**config.mk**
```make
export PLATFORM = sky130hd
export DESIGN_NAME = muldiv_unit
export DESIGN_NICKNAME = d
export VERILOG_FILES = /design/src/rtl/muldiv_unit.sv
export SDC_FILE = /design/constraint.sdc
export NUM_CORES = 1
export LEC_CHECK = 0
export BUFFER_PORTS_ARGS = -buffer_cell sky130_fd_sc_hd__buf_2
export CAP_MARGIN = 20
export CORE_ASPECT_RATIO = 0.7
export CORE_MARGIN = 8
export CORE_UTILIZATION = 57
export DETAILED_ROUTE_END_ITERATION = 10
export PLACE_DENSITY = 0.82
export SLEW_MARGIN = 40
export SYNTH_ARGS = -nofsm -noshare
export SYNTH_HDL_FRONTEND = slang
export SYNTH_SLANG_ARGS = --single-unit
export TNS_END_PERCENT = 100
```
**constraint.sdc**
```tcl
create_clock -name clk -period 3.3 [get_ports clk]
set_input_delay 0.33 -clock clk [delete_from_list [all_inputs] [get_ports clk]]
set_output_delay 0.33 -clock clk [all_outputs]
set_load 0.01 [all_outputs]
```
**src/rtl/muldiv_unit.sv**
```systemverilog
// Iterative 32x32 multiply (shift-add) / divide (restoring) unit feeding the HI/LO registers.
// Latency: start sampled at edge N -> done (hi/lo valid) after edge N+33; div0 after edge N+1.
// Backpressure: none; starts are sampled only in IDLE, so starts arriving while busy are dropped.
//
// Ports:
//   clk, reset            clock, synchronous active-high reset
//   start_mult, start_div operation requests (multiply has priority)
//   a, b                  operands rs / rt, held only at the sampling edge
//   busy                  high while an operation iterates
//   done                  one-cycle pulse, hi/lo carry the new result
//   div0                  one-cycle pulse, divide requested with b == 0
//   hi, lo                product upper/lower word, or remainder/quotient
//
// Build option: define MULDIV_SIGNED_EN for signed MULT/DIV; otherwise MULTU/DIVU.
module muldiv_unit (
  input  logic        clk,
  input  logic        reset,
  input  logic        start_mult,
  input  logic        start_div,
  input  logic [31:0] a,
  input  logic [31:0] b,
  output logic        busy,
  output logic        done,
  output logic        div0,
  output logic [31:0] hi,
  output logic [31:0] lo
);

  typedef enum logic [1:0] {
    S_IDLE,
    S_MULT,
    S_DIV,
    S_FINISH
  } state_t;

  state_t      state_q;
  logic [5:0]  cnt_q;
  // Mult: {partial product, remaining multiplier bits}.
  // Div:  {partial remainder, remaining dividend bits / quotient bits}.
  logic [63:0] acc_q;
  logic [31:0] opb_q;      // multiplicand magnitude (mult) or divisor magnitude (div)
  logic        busy_q;
  logic        done_q;
  logic        div0_q;
  logic        div0_pend_q; // div0 is reported one cycle after the request is sampled
  logic [31:0] hi_q;
  logic [31:0] lo_q;

`ifdef MULDIV_SIGNED_EN
  logic        is_div_q;
  logic        neg_lo_q;   // negate low word (or full product for mult)
  logic        neg_hi_q;   // negate remainder (div only)
`endif

  logic [31:0] a_mag;
  logic [31:0] b_mag;
  logic [32:0] mul_sum;
  logic [63:0] mul_step_d;
  logic [32:0] div_shift;
  logic [32:0] div_diff;
  logic [63:0] div_step_d;
  logic [31:0] fix_hi;
  logic [31:0] fix_lo;

`ifdef MULDIV_SIGNED_EN
  assign a_mag = a[31] ? (32'd0 - a) : a;
  assign b_mag = b[31] ? (32'd0 - b) : b;
`else
  assign a_mag = a;
  assign b_mag = b;
`endif

  // Shift-add step: add multiplicand into the upper half when the current
  // multiplier bit is set; the carry is kept by shifting it into bit 63.
  assign mul_sum    = {1'b0, acc_q[63:32]} + {1'b0, opb_q};
  assign mul_step_d = acc_q[0] ? {mul_sum, acc_q[31:1]} : {1'b0, acc_q[63:1]};

  // Restoring step: bring in the next dividend bit and trial-subtract. The
  // partial remainder is always below the divisor, so 33 bits cannot overflow.
  assign div_shift  = acc_q[63:31];
  assign div_diff   = div_shift - {1'b0, opb_q};
  assign div_step_d = div_diff[32] ? {div_shift[31:0], acc_q[30:0], 1'b0}
                                   : {div_diff[31:0],  acc_q[30:0], 1'b1};

  always_comb begin
    fix_hi = acc_q[63:32];
    fix_lo = acc_q[31:0];
`ifdef MULDIV_SIGNED_EN
    if (!is_div_q) begin
      if (neg_lo_q) begin
        {fix_hi, fix_lo} = 64'd0 - acc_q;
      end
    end else begin
      if (neg_hi_q) begin
        fix_hi = 32'd0 - acc_q[63:32];
      end
      if (neg_lo_q) begin
        fix_lo = 32'd0 - acc_q[31:0];
      end
    end
`endif
  end

  always_ff @(posedge clk) begin
    if (reset) begin
      state_q     <= S_IDLE;
      cnt_q       <= 6'd0;
      acc_q       <= 64'd0;
      opb_q       <= 32'd0;
      busy_q      <= 1'b0;
      done_q      <= 1'b0;
      div0_q      <= 1'b0;
      div0_pend_q <= 1'b0;
      hi_q        <= 32'd0;
      lo_q        <= 32'd0;
`ifdef MULDIV_SIGNED_EN
      is_div_q    <= 1'b0;
      neg_lo_q    <= 1'b0;
      neg_hi_q    <= 1'b0;
`endif
    end else begin
      done_q      <= 1'b0;
      div0_q      <= div0_pend_q;
      div0_pend_q <= 1'b0;
      case (state_q)
        S_IDLE: begin
          if (start_mult) begin
            acc_q   <= {32'd0, b_mag};
            opb_q   <= a_mag;
            cnt_q   <= 6'd0;
            busy_q  <= 1'b1;
            state_q <= S_MULT;
`ifdef MULDIV_SIGNED_EN
            is_div_q <= 1'b0;
            neg_lo_q <= a[31] ^ b[31];
            neg_hi_q <= a[31] ^ b[31];
`endif
          end else if (start_div) begin
            if (b != 32'd0) begin
              acc_q   <= {32'd0, a_mag};
              opb_q   <= b_mag;
              cnt_q   <= 6'd0;
              busy_q  <= 1'b1;
              state_q <= S_DIV;
`ifdef MULDIV_SIGNED_EN
              is_div_q <= 1'b1;
              neg_lo_q <= a[31] ^ b[31];
              neg_hi_q <= a[31];
`endif
            end else begin
              div0_pend_q <= 1'b1;
            end
          end
        end
        S_MULT: begin
          acc_q <= mul_step_d;
          cnt_q <= cnt_q + 6'd1;
          if (cnt_q == 6'd31) begin
            state_q <= S_FINISH;
          end
        end
        S_DIV: begin
          acc_q <= div_step_d;
          cnt_q <= cnt_q + 6'd1;
          if (cnt_q == 6'd31) begin
            state_q <= S_FINISH;
          end
        end
        S_FINISH: begin
          hi_q    <= fix_hi;
          lo_q    <= fix_lo;
          done_q  <= 1'b1;
          busy_q  <= 1'b0;
          state_q <= S_IDLE;
        end
        default: begin
          state_q <= S_IDLE;
        end
      endcase
    end
  end

  assign busy = busy_q;
  assign done = done_q;
  assign div0 = div0_q;
  assign hi   = hi_q;
  assign lo   = lo_q;

endmodule

```
# Word level (Yosys, flattened, before mapping)
# Index checks and enable logic that the tools add are counted.
# classes
addsub,3
n_eq_ne,7
mux,24
bitwise_logic,2
n_reduce_logical,14
# op_table
op,n
2-to-1 mux 64 bit,5
one-hot mux 64 bit (3 select lines),1
2-to-1 mux 32 bit,3
adder 32 x 32 -> 33 bit,1
subtractor 33 x 32 -> 33 bit,1
nonzero test 32 bit,1
2-to-1 mux 6 bit,3
AND reduction 3 bit,5
one-hot mux 6 bit (2 select lines),1
2-to-1 mux 2 bit,4
nonzero test 2 bit,4
"adder 6 x 1 -> 6 bit, second input constant",1
"equality test 6 x 5 -> 1 bit, second input constant",1
"!= test 3 bit, second input constant",2
one-hot mux 2 bit (3 select lines),1
2-to-1 mux 1 bit,5
"equality test 2 bit, second input constant",2
OR reduction 4 bit,1
nonzero test 3 bit,1
"equality test 2 x 1 -> 1 bit, second input constant",1
zero test 2 bit,1
"!= test 2 x 1 -> 1 bit, second input constant",1
NOT 1 bit,2
one-hot mux 1 bit (2 select lines),1
OR reduction 2 bit,1
# word_totals
ff_bits,172
in_bits,68
out_inout_bits,67
wordCells,60

# Logic depth before layout (Yosys ltp)
# Gate-level depths: netlist of run 1.
# logic_depth
ltp_word,5
mapped_depth,15

# Least setup slack after synthesis of run 1
# No wires, ideal clock.
# synth_timing
path_kind,flip-flop to flip-flop
startpoint,register acc_q[31]
endpoint,register acc_q[34]
t_arrival_ps,2944
required_ps,3168
setup_slack_ps,224
path_stages_with_launch,14
n_path_buf,1
synth_period_minus_slack_ps,3076
cell_sequence,dfxtp_1 -> inv_1 -> ha_1 -> fa_1 -> nand2b_1 -> a21oi_2 -> o2111ai_2 -> a311oi_2 -> o31ai_2 -> xnor2_2 -> buf_6 -> mux2_4 -> a222oi_1 -> nor3_1
# synth_via
elab_chain_len,3
# synth_lines
item,line_no,text
from (decl),40,logic [63:0] acc_q;
from (signal assigned),128,"acc_q <= {32'd0, b_mag};"
from (signal assigned),140,"acc_q <= {32'd0, a_mag};"
from (signal assigned),156,acc_q <= mul_step_d;
subtractor 33 x 32 -> 33 bit,81,"assign div_diff = div_shift - {1'b0, opb_q};"
2-to-1 mux 64 bit,82,"assign div_step_d = div_diff[32] ? {div_shift[31:0], acc_q[30:0], 1'b0}"
one-hot mux 64 bit (3 select lines),125,case (state_q)
# Every way passes these cells.
# A chain may end at the register's enable or synchronous reset.

# Worst setup path in the final report of run 1
# layout_timing
startpoint,register acc_q[31]
endpoint,register acc_q[48]
# The elaborated chain is that of the path after synthesis.

==> out/qor.yml, run 1 <==
power_and_ir_drop:
  p_per_area_nw_per_um2: 666
  leakage_uw: 0.00579
  total_power_uw: 9180
  ir_worst_vdd_mv: 0.506
synth:
  synth_compound_area_share_pct: 24.9
  netlist_top_cells_count: "nor2_1 (194), dfxtp_1 (172), mux2i_1 (124)"
  yosysSeqAreaShare_pct: 29.6
  synthTopCellsByArea: "dfxtp_1 (30%), mux2i_1 (11%), ha_1 (7.5%), nor2_1 (6.3%), a211oi_1 (5.5%)"
  ys_warn_count: 0
  netlist_instances: 1393
  ys.flop_type: "dfxtp_1"
  ys_seq_elements: 172
  synth-simple-area-share_pct: 14.8
  yosysMostFrequentCell: "nor2_1"
  synthAdderAreaFrac_pct: 7.89
  synth_edf_count: 0
  synth_xor_area_share_pct: 4.29
  synthMuxAreaShare_pct: 13.4
  syn-cell-area_um2: 11600
  yosysUniqueCellTypes: 73
  syn_area_per_cell_um2: 8.34
  synth_top_area_cell: "dfxtp_1"
  synth_top_family_by_area: "compound AO/OA/AOI/OAI gates"
  synth_top_cell_area_share_pct: 29.6
  syn_nets: 1533
  async_flop_share_pct: 0
layout:
  diodes: 0
  fill_cells: 1594
  syn_to_final_growth_pct: 18.8
  multi_input_area_um2: 7790
  seq_area_um2: 3450
  nets: 1679
  instances_no_fill: 1822
  drive_gt1_share_pct: 20.8
  post-route-util_pct: 69.3
sta:
  fmax_ghz: 0.310
  min_period_ps: 3230
  rsz0062_at_grt: "yes"
  hold_viol_final: 0
  tightest_slew_ps: 784
  maxSlewViolCount: 0
  fin_crit_sh_pct: 97.8
  setup_slack_ps: 73.5
  fin_skew_ps: 12.3
  setup_violations: 0
  max-slew-margin-rel_pct: 47.3
global_route:
  grt_pass1_vias: 11000
  antenna_found_initial: 0
  grt_overflow_total: 0
  grt_first_pass_wirelength_mm: 58.3
  grt_max_degree: 89
  grt_usage_pct: 28.0
worst_hold_path:
  hold-path-endpoint: "opb_q[12]"
  hold_depth: 2
  hold_class: "in2reg"
  hp-start: "reset"
setup_path:
  cp_max_fo: 7
  crit_path_end_kind: "register"
  cp_slowest_cell: "fa_2"
  cp.arrival_ps: 3540
  r2r-start: "acc_q[31]"
  startpoint_type: "register"
  crit_chain: "inv_2 > ha_4 > fa_2 > nand2b_4 > a21oi_4 > o2111ai_4 > a311oi_4 > o31ai_4 > xnor2_4 > buf_12 > buf_2 > buf_4 > mux2i_2 > o221ai_1"
  cpPeakStageDelay_ps: 390
  crit_buf_inv: 4
  rrSetupSlack_ps: 70
  worstRegToRegCells: 14
  crit_required_ps: 3610
  r2r-end: "acc_q[48]"
  cp_top_family: "compound AO/OA/AOI/OAI gates"
  path_class: "reg2reg"
routing:
  wirelength_mm: 36.9
  routed_via_density: 6.37
  drt_iter0_markers: 1398
  vias: 11600
  drc: 0
  wl_per_cell_um: 20.3
  firstDrtPassIters: 8
  ant_nets: 0
place:
  dp_slack_ps: -28.9
  gp_congestion: 0.933
  dp_hpwl_mm: 26.4
  placed_cells: 1781
  port_buffers: 134
floorplanning:
  coreArea_um2: 19900
  row_count: 43
  boundaryPins: 135
  start_util_pct: 58.3
  die-area_um2: 25300
  die_x_um: 187
  die_h_um: 135
run_status:
  status: "completed"
clock_network:
  postCtsHoldBufs: 0
  path_clk_slew_ps: 70
  cts_tree: "done"
  cts-buffers-inserted: 17
  clock-sinks: 172
  clkLatencyLatePin_ps: 450
  htree_levels: 4
  clock_path_buffers: 2
  cts-root-buf: "clkbuf_16"
run:
  cap_violations: 0
flip-flops by register name (all words and copies together) (netlist names):
signal and cells:
acc_q 64, hi 32, lo 32, opb_q 32, cnt_q 6, state_q 2
busy 1, div0 1, div0_pend_q 1, done 1
per-stage QoR:
stage / TNS, ps / hold slack (ps) / instance area [µm²]
2_1_floorplan: 0 / 414 / 11600
3_3_place_gp: 0 / 418 / 12900
3_5_place_dp: -83.0 / 430 / 12900
4_1_cts: 0 / 162 / 13600
5_1_grt: -314 / 167 / 13800
6_report: 0 / 177 / 13800
power breakdown:
group	total, µW	internal [µW]	switching, µW
registers	2730	2380	348
logic	4260	1600	2670
clock network	2190	1110	1080
total	9180	5090	4090
placed cells by master, fill, tap and decap left out, types with 7 or more instances in the layout:
cell type	synthesis	final
nor2_1	194	192
dfxtp_1	172	167
buf_2	6	133
mux2i_1	124	122
a21oi_1	99	97
a211oi_1	85	84
buf_4	3	78
ha_1	70	64
inv_1	57	56
nand2_1	51	51
o21ai_0	44	43
xnor2_1	34	34
a22oi_1	33	33
nor2b_1	31	31
nor3_1	27	25
a21o_1	25	25
xor2_1	21	21
mux2_2	20	20
nand3_1	21	19
clkbuf_16	0	17
nand4_1	12	12
a222oi_1	11	11
a31oi_1	13	11
nor4_1	11	10
and2_1	10	10
a221oi_1	11	10
o21a_1	10	10
o21bai_1	8	8
o211ai_1	7	7
o221ai_1	7	7
layer usage:
| metal | share of wire, % | global-route usage, % |
|---|---|---|
| met4 | 2.5 | 9.94 |
| met2 | 44 | 44.3 |
| met5 | 0 | 0 |
| met1 | 44 | 37.3 |
| met3 | 9.3 | 6.15 |
final cells by class:
class | count | share of cell area (%)
Clock buffer | 17 | 3.08
Clock inverter | 15 | 1.54
Inverter | 57 | 1.55
Multi-Input combinational cell | 1073 | 56.4
Sequential cell | 172 | 25.0
Tap cell | 270 | 2.45
Timing Repair Buffer | 218 | 9.96
timing repair:
| action | CTS | global route |
|---|---|---|
| buffers inserted | 3 | 6 |
| setup endpoints to repair | 8 | 21 |
| pin swaps | 6 | 13 |
| resized for setup | 5 | 30 |
how the worst max path moves through the flow:
stage	startpoint	end	cells after the start
6_report	acc_q[31]	acc_q[48]	14
5_1_grt	acc_q[31]	acc_q[44]	13
4_1_cts	opb_q[17]	acc_q[36]	12
3_5_place_dp	acc_q[31]	acc_q[44]	13
3_3_place_gp	acc_q[31]	acc_q[47]	13
2_1_floorplan	acc_q[31]	acc_q[34]	13
kinds of logic (layout without fill, tap and decap cells):
group           after synthesis  in the layout
fa+ha+maj                    72             72
mux                         150            150
xor+xnor                     56             56
buf+inv                     148            307
simple gates                379            379
flops                       172            172
compound gates              416            416
Power figures use the tool's default switching activity.
==> run 2: changes to the inputs <==
--- a/config.mk
+++ b/config.mk
@@ -5,13 +5,15 @@
 export SDC_FILE = /design/constraint.sdc
 export NUM_CORES = 1
 export LEC_CHECK = 0
+export ABC_AREA = 1
 export BUFFER_PORTS_ARGS = -buffer_cell sky130_fd_sc_hd__buf_2
 export CAP_MARGIN = 20
 export CORE_ASPECT_RATIO = 0.7
 export CORE_MARGIN = 8
 export CORE_UTILIZATION = 57
 export DETAILED_ROUTE_END_ITERATION = 10
-export PLACE_DENSITY = 0.82
+export PLACE_DENSITY = 0.81
+export SKIP_LAST_GASP = 1
 export SLEW_MARGIN = 40
 export SYNTH_ARGS = -nofsm -noshare
 export SYNTH_HDL_FRONTEND = slang
==> run 2 against run 1 <==
  * Clock skew increased by 7.4 ps
  * Critical path depth increased by 5
  * Die area increased by 14%
  * Synthesized cell count increased by 62%
  * Global-route usage increased by 6.4 points
  * Total power increased by 18%
  * Non-clock buffer count decreased by 57
  * Core utilization decreased by 5.8 points
  * Area after synthesis increased by 15%
  * Cell count increased by 47%
  * Worst setup slack improved by 340 ps
==> out/qor.yml, run 2 <==
floorplanning:
  start_util_pct: 57.4
  die-area_um2: 28800
  boundaryPins: 135
  row_count: 47
  die_h_um: 144
  coreArea_um2: 23300
  die_x_um: 199
run:
  cap_violations: 0
clock_network:
  cts-buffers-inserted: 17
  cts_tree: "done"
  postCtsHoldBufs: 0
  clkLatencyLatePin_ps: 460
  post_cts_buffers: 0
  htree_levels: 4
  clock-sinks: 172
  cts-root-buf: "clkbuf_16"
  ctsResizeCount: 0
  path_clk_slew_ps: 70
  clock_path_buffers: 2
layout:
  drive_gt1_share_pct: 10.9
  syn_to_final_growth_pct: 10.7
  post-route-util_pct: 63.6
  design_area_um2: 14800
  largest_reg_flops: 64
  nets: 2482
  layout_common_cells: "nand2_1 (737), inv_1 (310), a21oi_1 (249)"
  diodes: 0
  regMostFlops: "acc_q"
  layout_commonest_cell: "nand2_1"
routing:
  ant_nets: 0
  firstDrtPassIters: 6
  drc: 0
  wl_per_cell_um: 18.9
  drt_iter0_markers: 1914
  vias: 15400
  wirelength_mm: 50.5
  routed_via_density: 5.77
sta:
  fin_skew_ps: 19.7
  maxSlewViolCount: 0
  hold_viol_final: 0
  setup_violations: 0
  setup_tns_ps: 0
  fmax_ghz: 0.346
  tightest_slew_ps: 887
  whs_ps: 162
  setup_slack_ps: 413
  rsz0062_at_grt: "no"
  min_period_ps: 2890
  fin_crit_sh_pct: 87.5
  max-slew-margin-rel_pct: 40.9
place:
  postPlaceCellArea_um2: 14200
  dp_slack_ps: 512
  port_buffers: 134
  gp_congestion: 1.02
  dp_hpwl_mm: 39.7
power_and_ir_drop:
  switching_power_uw: 5500
  p_comb_share_pct: 54.2
  seqPwrFrac_pct: 26.6
  ir_worst_vdd_mv: 0.465
  p_per_area_nw_per_um2: 732
  clock_power_share_pct: 19.3
  leakage_uw: 0.00756
  p_int_uw: 5360
  switching_share_pct: 50.6
setup_path:
  r2r-end: "acc_q[59]"
  crit_required_ps: 3590
  path_class: "reg2reg"
  critPathMostFrequentCell: "nand2_4"
  cp.arrival_ps: 3170
  startpoint_type: "register"
  rrSetupSlack_ps: 410
  r2r-start: "acc_q[31]"
  crit_path_end_kind: "register"
  cp_max_fo: 26
  crit_chain: "inv_1 > ha_1 > fa_1 > inv_1 > nand2_1 > nand2_1 > nand3_2 > nand2_4 > nand2_4 > nand2_4 > nand2_4 > nand2_4 > nand2_8 > nand2_4 > nand2_1 > nand3_1 > nand2_1 > nand2_1 > a21oi_1"
  cp_slowest_cell: "fa_1"
  worstRegToRegCells: 19
  cpPeakStageDelay_ps: 390
worst_hold_path:
  hold_depth: 3
  hp-start: "start_div"
  hold_class: "in2reg"
  hold-path-endpoint: "div0_pend_q"
synth:
  ys_warn_count: 0
  synth_edf_count: 0
  ys_seq_elements: 172
  ys.flop_type: "dfxtp_1"
  yosysMostFrequentCell: "nand2_1"
  yosysSeqAreaShare_pct: 25.7
  yosysUniqueCellTypes: 50
  async_flop_share_pct: 0
  syn_area_per_cell_um2: 5.93
  syn-cell-area_um2: 13400
  synth_top_cell_area_share_pct: 25.7
  netlist_top_cells_count: "nand2_1 (737), inv_1 (312), a21oi_1 (249)"
  synth_top_area_cell: "dfxtp_1"
  netlist_instances: 2260
  synthTopCellsByArea: "dfxtp_1 (26%), nand2_1 (21%), a21oi_1 (9.3%), inv_1 (8.7%), ha_1 (6.5%)"
  syn_nets: 2400
global_route:
  grt_overflow_total: 0
  grt_usage_pct: 34.4
  grt_pass1_vias: 13400
  grt_first_pass_wirelength_mm: 75.4
  antenna_found_initial: 2
  grt_max_degree: 68
run_status:
  status: "completed"
==> run 2: cell count changes after synthesis, sizes merged, moves of 120 or more <==
cell	delta
a21oi	+156
nand2	+710
nand3	+120
inv	+270
mux2i	-124
o21ai	+129
==> run 2: how the worst max path moves through the flow <==
stage          startpoint        end  slack [ps]
2_1_floorplan   acc_q[31]  acc_q[39]         990
3_3_place_gp    acc_q[31]  acc_q[32]         640
3_5_place_dp    acc_q[31]  acc_q[53]         510
4_1_cts         acc_q[31]  acc_q[63]         480
5_1_grt         acc_q[31]  acc_q[62]         220
6_report        acc_q[31]  acc_q[59]         410
==> run 2: kinds of logic (layout without fill, tap and decap cells) <==
kind of cell | after synthesis | after routing | share of synthesized area, %
DFF | 172 | 172 | 25.7
buffers and inverters | 427 | 522 | 12.7
AOI/OAI and AO/OA | 510 | 510 | 20.5
and+or+nand+nor | 1060 | 1060 | 33.1
adders and majority gates | 72 | 72 | 6.83
xor gates and xnor gates | 19 | 19 | 1.24
==> run 2: per-layer routing <==
layer | part of all wire, % | vias to the layer above | track usage (%)
met5 | 0.049 | - | 0
met4 | 2.7 | 4 | 11.3
met3 | 12 | 91 | 9.49
met2 | 40 | 848 | 47.9
met1 | 45 | 7042 | 49.7
li1 | - | 7430 | -
==> run 2: cell type report <==
type	instances	area (µm²)
clock buffer	17	425
multi-input combinational	1661	8280
fill	2318	8510
tap	318	398
clock inverter	15	165
inverter	329	1240
sequential	172	3440
timing repair buffer	161	886
==> run 2: stage by stage <==
step	power, µW	cells
6_report	10900	2673
4_1_cts	10700	2673
3_3_place_gp	8510	2641
3_5_place_dp	8590	2641
5_1_grt	11500	2673
2_1_floorplan	6850	2260
==> run 2: power by group through the flow <==
stage                     combinational [µW]  sequential (µW)  clock, µW
final                                   5880             2880       2090
after global routing                    6430             2920       2190
after CTS                               5710             2880       2100
after detailed placement                5670             2920          0
after global placement                  5610             2900          0
after floorplan                         3970             2880          0
==> run 2: worst max-delay path, delay by kind of cell, from the launching register on <==
family                   cells  cell delay, ps
adder cells (fa/ha/maj)      2             640
AO/OA/AOI/OAI                1              60
buffers and inverters        2             200
flip-flops                   1             320
AND/OR/NAND/NOR             14            1500
==> run 3: changes to the inputs <==
--- a/config.mk
+++ b/config.mk
@@ -11,7 +11,9 @@
 export CORE_ASPECT_RATIO = 0.7
 export CORE_MARGIN = 8
 export CORE_UTILIZATION = 57
+export CTS_BUF_LIST = sky130_fd_sc_hd__clkbuf_2 sky130_fd_sc_hd__clkbuf_4 sky130_fd_sc_hd__clkbuf_8
 export DETAILED_ROUTE_END_ITERATION = 10
+export MAX_ROUTING_LAYER = met4
 export PLACE_DENSITY = 0.81
 export SKIP_LAST_GASP = 1
 export SLEW_MARGIN = 40
==> run 3 against run 2 <==
  * Worst setup slack better by 72 ps
  * Cell count unchanged
  * Critical path depth unchanged
  * First-iteration DRC count up 11%
  * Hold slack worse by 29 ps
  * Via count down 0.34%
  * Critical path type unchanged
==> out/qor.yml, run 3 (synthesized netlist as in run 2, its figures left out) <==
setup_path:
  crit_path_end_kind: "register"
  cp_max_fo: 26
  cp_slowest_cell: "fa_1"
  r2r-start: "acc_q[31]"
  critPathMostFrequentCell: "nand2_4"
  rrSetupSlack_ps: 480
  worstRegToRegCells: 19
  r2r-end: "acc_q[53]"
  crit_chain: "inv_1 > ha_1 > fa_1 > inv_1 > nand2_1 > nand2_1 > nand3_2 > nand2_4 > nand2_4 > nand2_4 > nand2_4 > nand2_4 > nand2_8 > nand2_4 > nand2_1 > nand3_1 > nand2_1 > nand2_1 > a21oi_1"
  path_class: "reg2reg"
  crit_required_ps: 3650
  startpoint_type: "register"
  cp.arrival_ps: 3170
  cpPeakStageDelay_ps: 390
power_and_ir_drop:
  total_power_uw: 10300
  seqPwrFrac_pct: 28.1
  switching_share_pct: 52.9
  switching_power_uw: 5440
  clock_power_share_pct: 14.6
  p_per_area_nw_per_um2: 703
  ir_worst_vdd_mv: 0.633
  p_int_uw: 4840
  p_comb_share_pct: 57.3
  leakage_uw: 0.00743
clock_network:
  postCtsHoldBufs: 0
  cts-buffers-inserted: 17
  cts_tree: "done"
  path_clk_slew_ps: 110
  cts-root-buf: "clkbuf_8"
  post_cts_buffers: 0
  clock-sinks: 172
  clkLatencyLatePin_ps: 510
  clock_path_buffers: 2
  ctsResizeCount: 0
  htree_levels: 4
worst_hold_path:
  hold_class: "in2reg"
  hold-path-endpoint: "div0_pend_q"
  hp-start: "start_div"
  hold_depth: 3
run:
  cap_violations: 0
global_route:
  grt_max_degree: 69
  grt_usage_pct: 35.3
  grt_first_pass_wirelength_mm: 75.9
  grt_pass1_vias: 13400
  antenna_found_initial: 2
  grt_overflow_total: 0
floorplanning:
  start_util_pct: 57.4
  row_count: 47
  coreArea_um2: 23300
  die-area_um2: 28800
  die_x_um: 199
  die_h_um: 144
  boundaryPins: 135
sta:
  fin_crit_sh_pct: 85.3
  max-slew-margin-rel_pct: 42.1
  tightest_slew_ps: 869
  fmax_ghz: 0.355
  hold_viol_final: 0
  maxSlewViolCount: 0
  min_period_ps: 2820
  setup_violations: 0
  fin_skew_ps: 17.4
  setup_tns_ps: 0
  rsz0062_at_grt: "no"
routing:
  firstDrtPassIters: 6
  drc: 0
  wl_per_cell_um: 18.8
  ant_nets: 0
  drt_iter0_markers: 2132
  routed_via_density: 5.75
  wirelength_mm: 50.3
  vias: 15400
layout:
  syn_to_final_growth_pct: 8.99
  layout_commonest_cell: "nand2_1"
  fill_cells: 2320
  largest_reg_flops: 64
  drive_gt1_share_pct: 10.8
  instances_no_fill: 2673
  seq_area_um2: 3440
  layout_common_cells: "nand2_1 (737), inv_1 (309), a21oi_1 (249)"
  multi_input_area_um2: 8280
  nets: 2480
  regMostFlops: "acc_q"
place:
  gp_congestion: 1.06
  placed_cells: 2639
  port_buffers: 134
  dp_hpwl_mm: 39.8
run_status:
  status: "completed"
## run 3: per-stage QoR
| step | util (%) | instance area (µm²) | setup slack [ps] | hold slack, ps |
|---|---|---|---|---|
| after floorplan | - | 13400 | 989 | 388 |
| after global placement | 61.0 | 14200 | 650 | 431 |
| after detailed placement | 61.0 | 14200 | 540 | 426 |
| after CTS | 62.6 | 14600 | 524 | 103 |
| after global routing | 62.6 | 14600 | 260 | 120 |
| final | 62.6 | 14600 | 485 | 132 |
## run 3: worst max path at each step
stage	start	end	slack (ps)	cells past startpoint
2_1_floorplan	acc_q[31]	acc_q[39]	990	20
3_3_place_gp	acc_q[31]	acc_q[39]	650	19
3_5_place_dp	acc_q[31]	acc_q[58]	540	19
4_1_cts	acc_q[31]	acc_q[58]	520	19
5_1_grt	acc_q[31]	acc_q[53]	260	19
6_report	acc_q[31]	acc_q[53]	480	19
## run 3: final cells by class
cell class,instances,share of cell area [%]
Multi-Input combinational cell,1661,56.7
Clock inverter,14,0.899
Timing Repair Buffer,159,5.96
Tap cell,318,2.72
Sequential cell,172,23.6
Inverter,329,8.46
Antenna cell,2,0.0343
Clock buffer,18,1.65
## run 3: worst max-delay path: cells and delay by family, from the launching register on
kind | cells | cell delay (ps)
compound gates | 1 | 60
flops | 1 | 320
buf+inv | 2 | 170
simple gates | 14 | 1480
fa+ha+maj | 2 | 630
## run 3: power by group through the flow
stage	sequential (µW)	combinational (µW)	clock, µW
2_1_floorplan	2880	3970	0
4_1_cts	2870	5720	1500
5_1_grt	2920	6440	1580
3_3_place_gp	2900	5620	0
6_report	2880	5890	1500
3_5_place_dp	2920	5680	0
## run 3: metal layers
metal  vias to the layer above  global-route usage, %  wire length [µm]
met5                         -                      -                 0
met4                         0                   11.1              1250
met3                        81                   6.86              5830
met2                       936                   48.7             20500
met1                      6935                   50.8             22700
li1                       7410                      -                 -
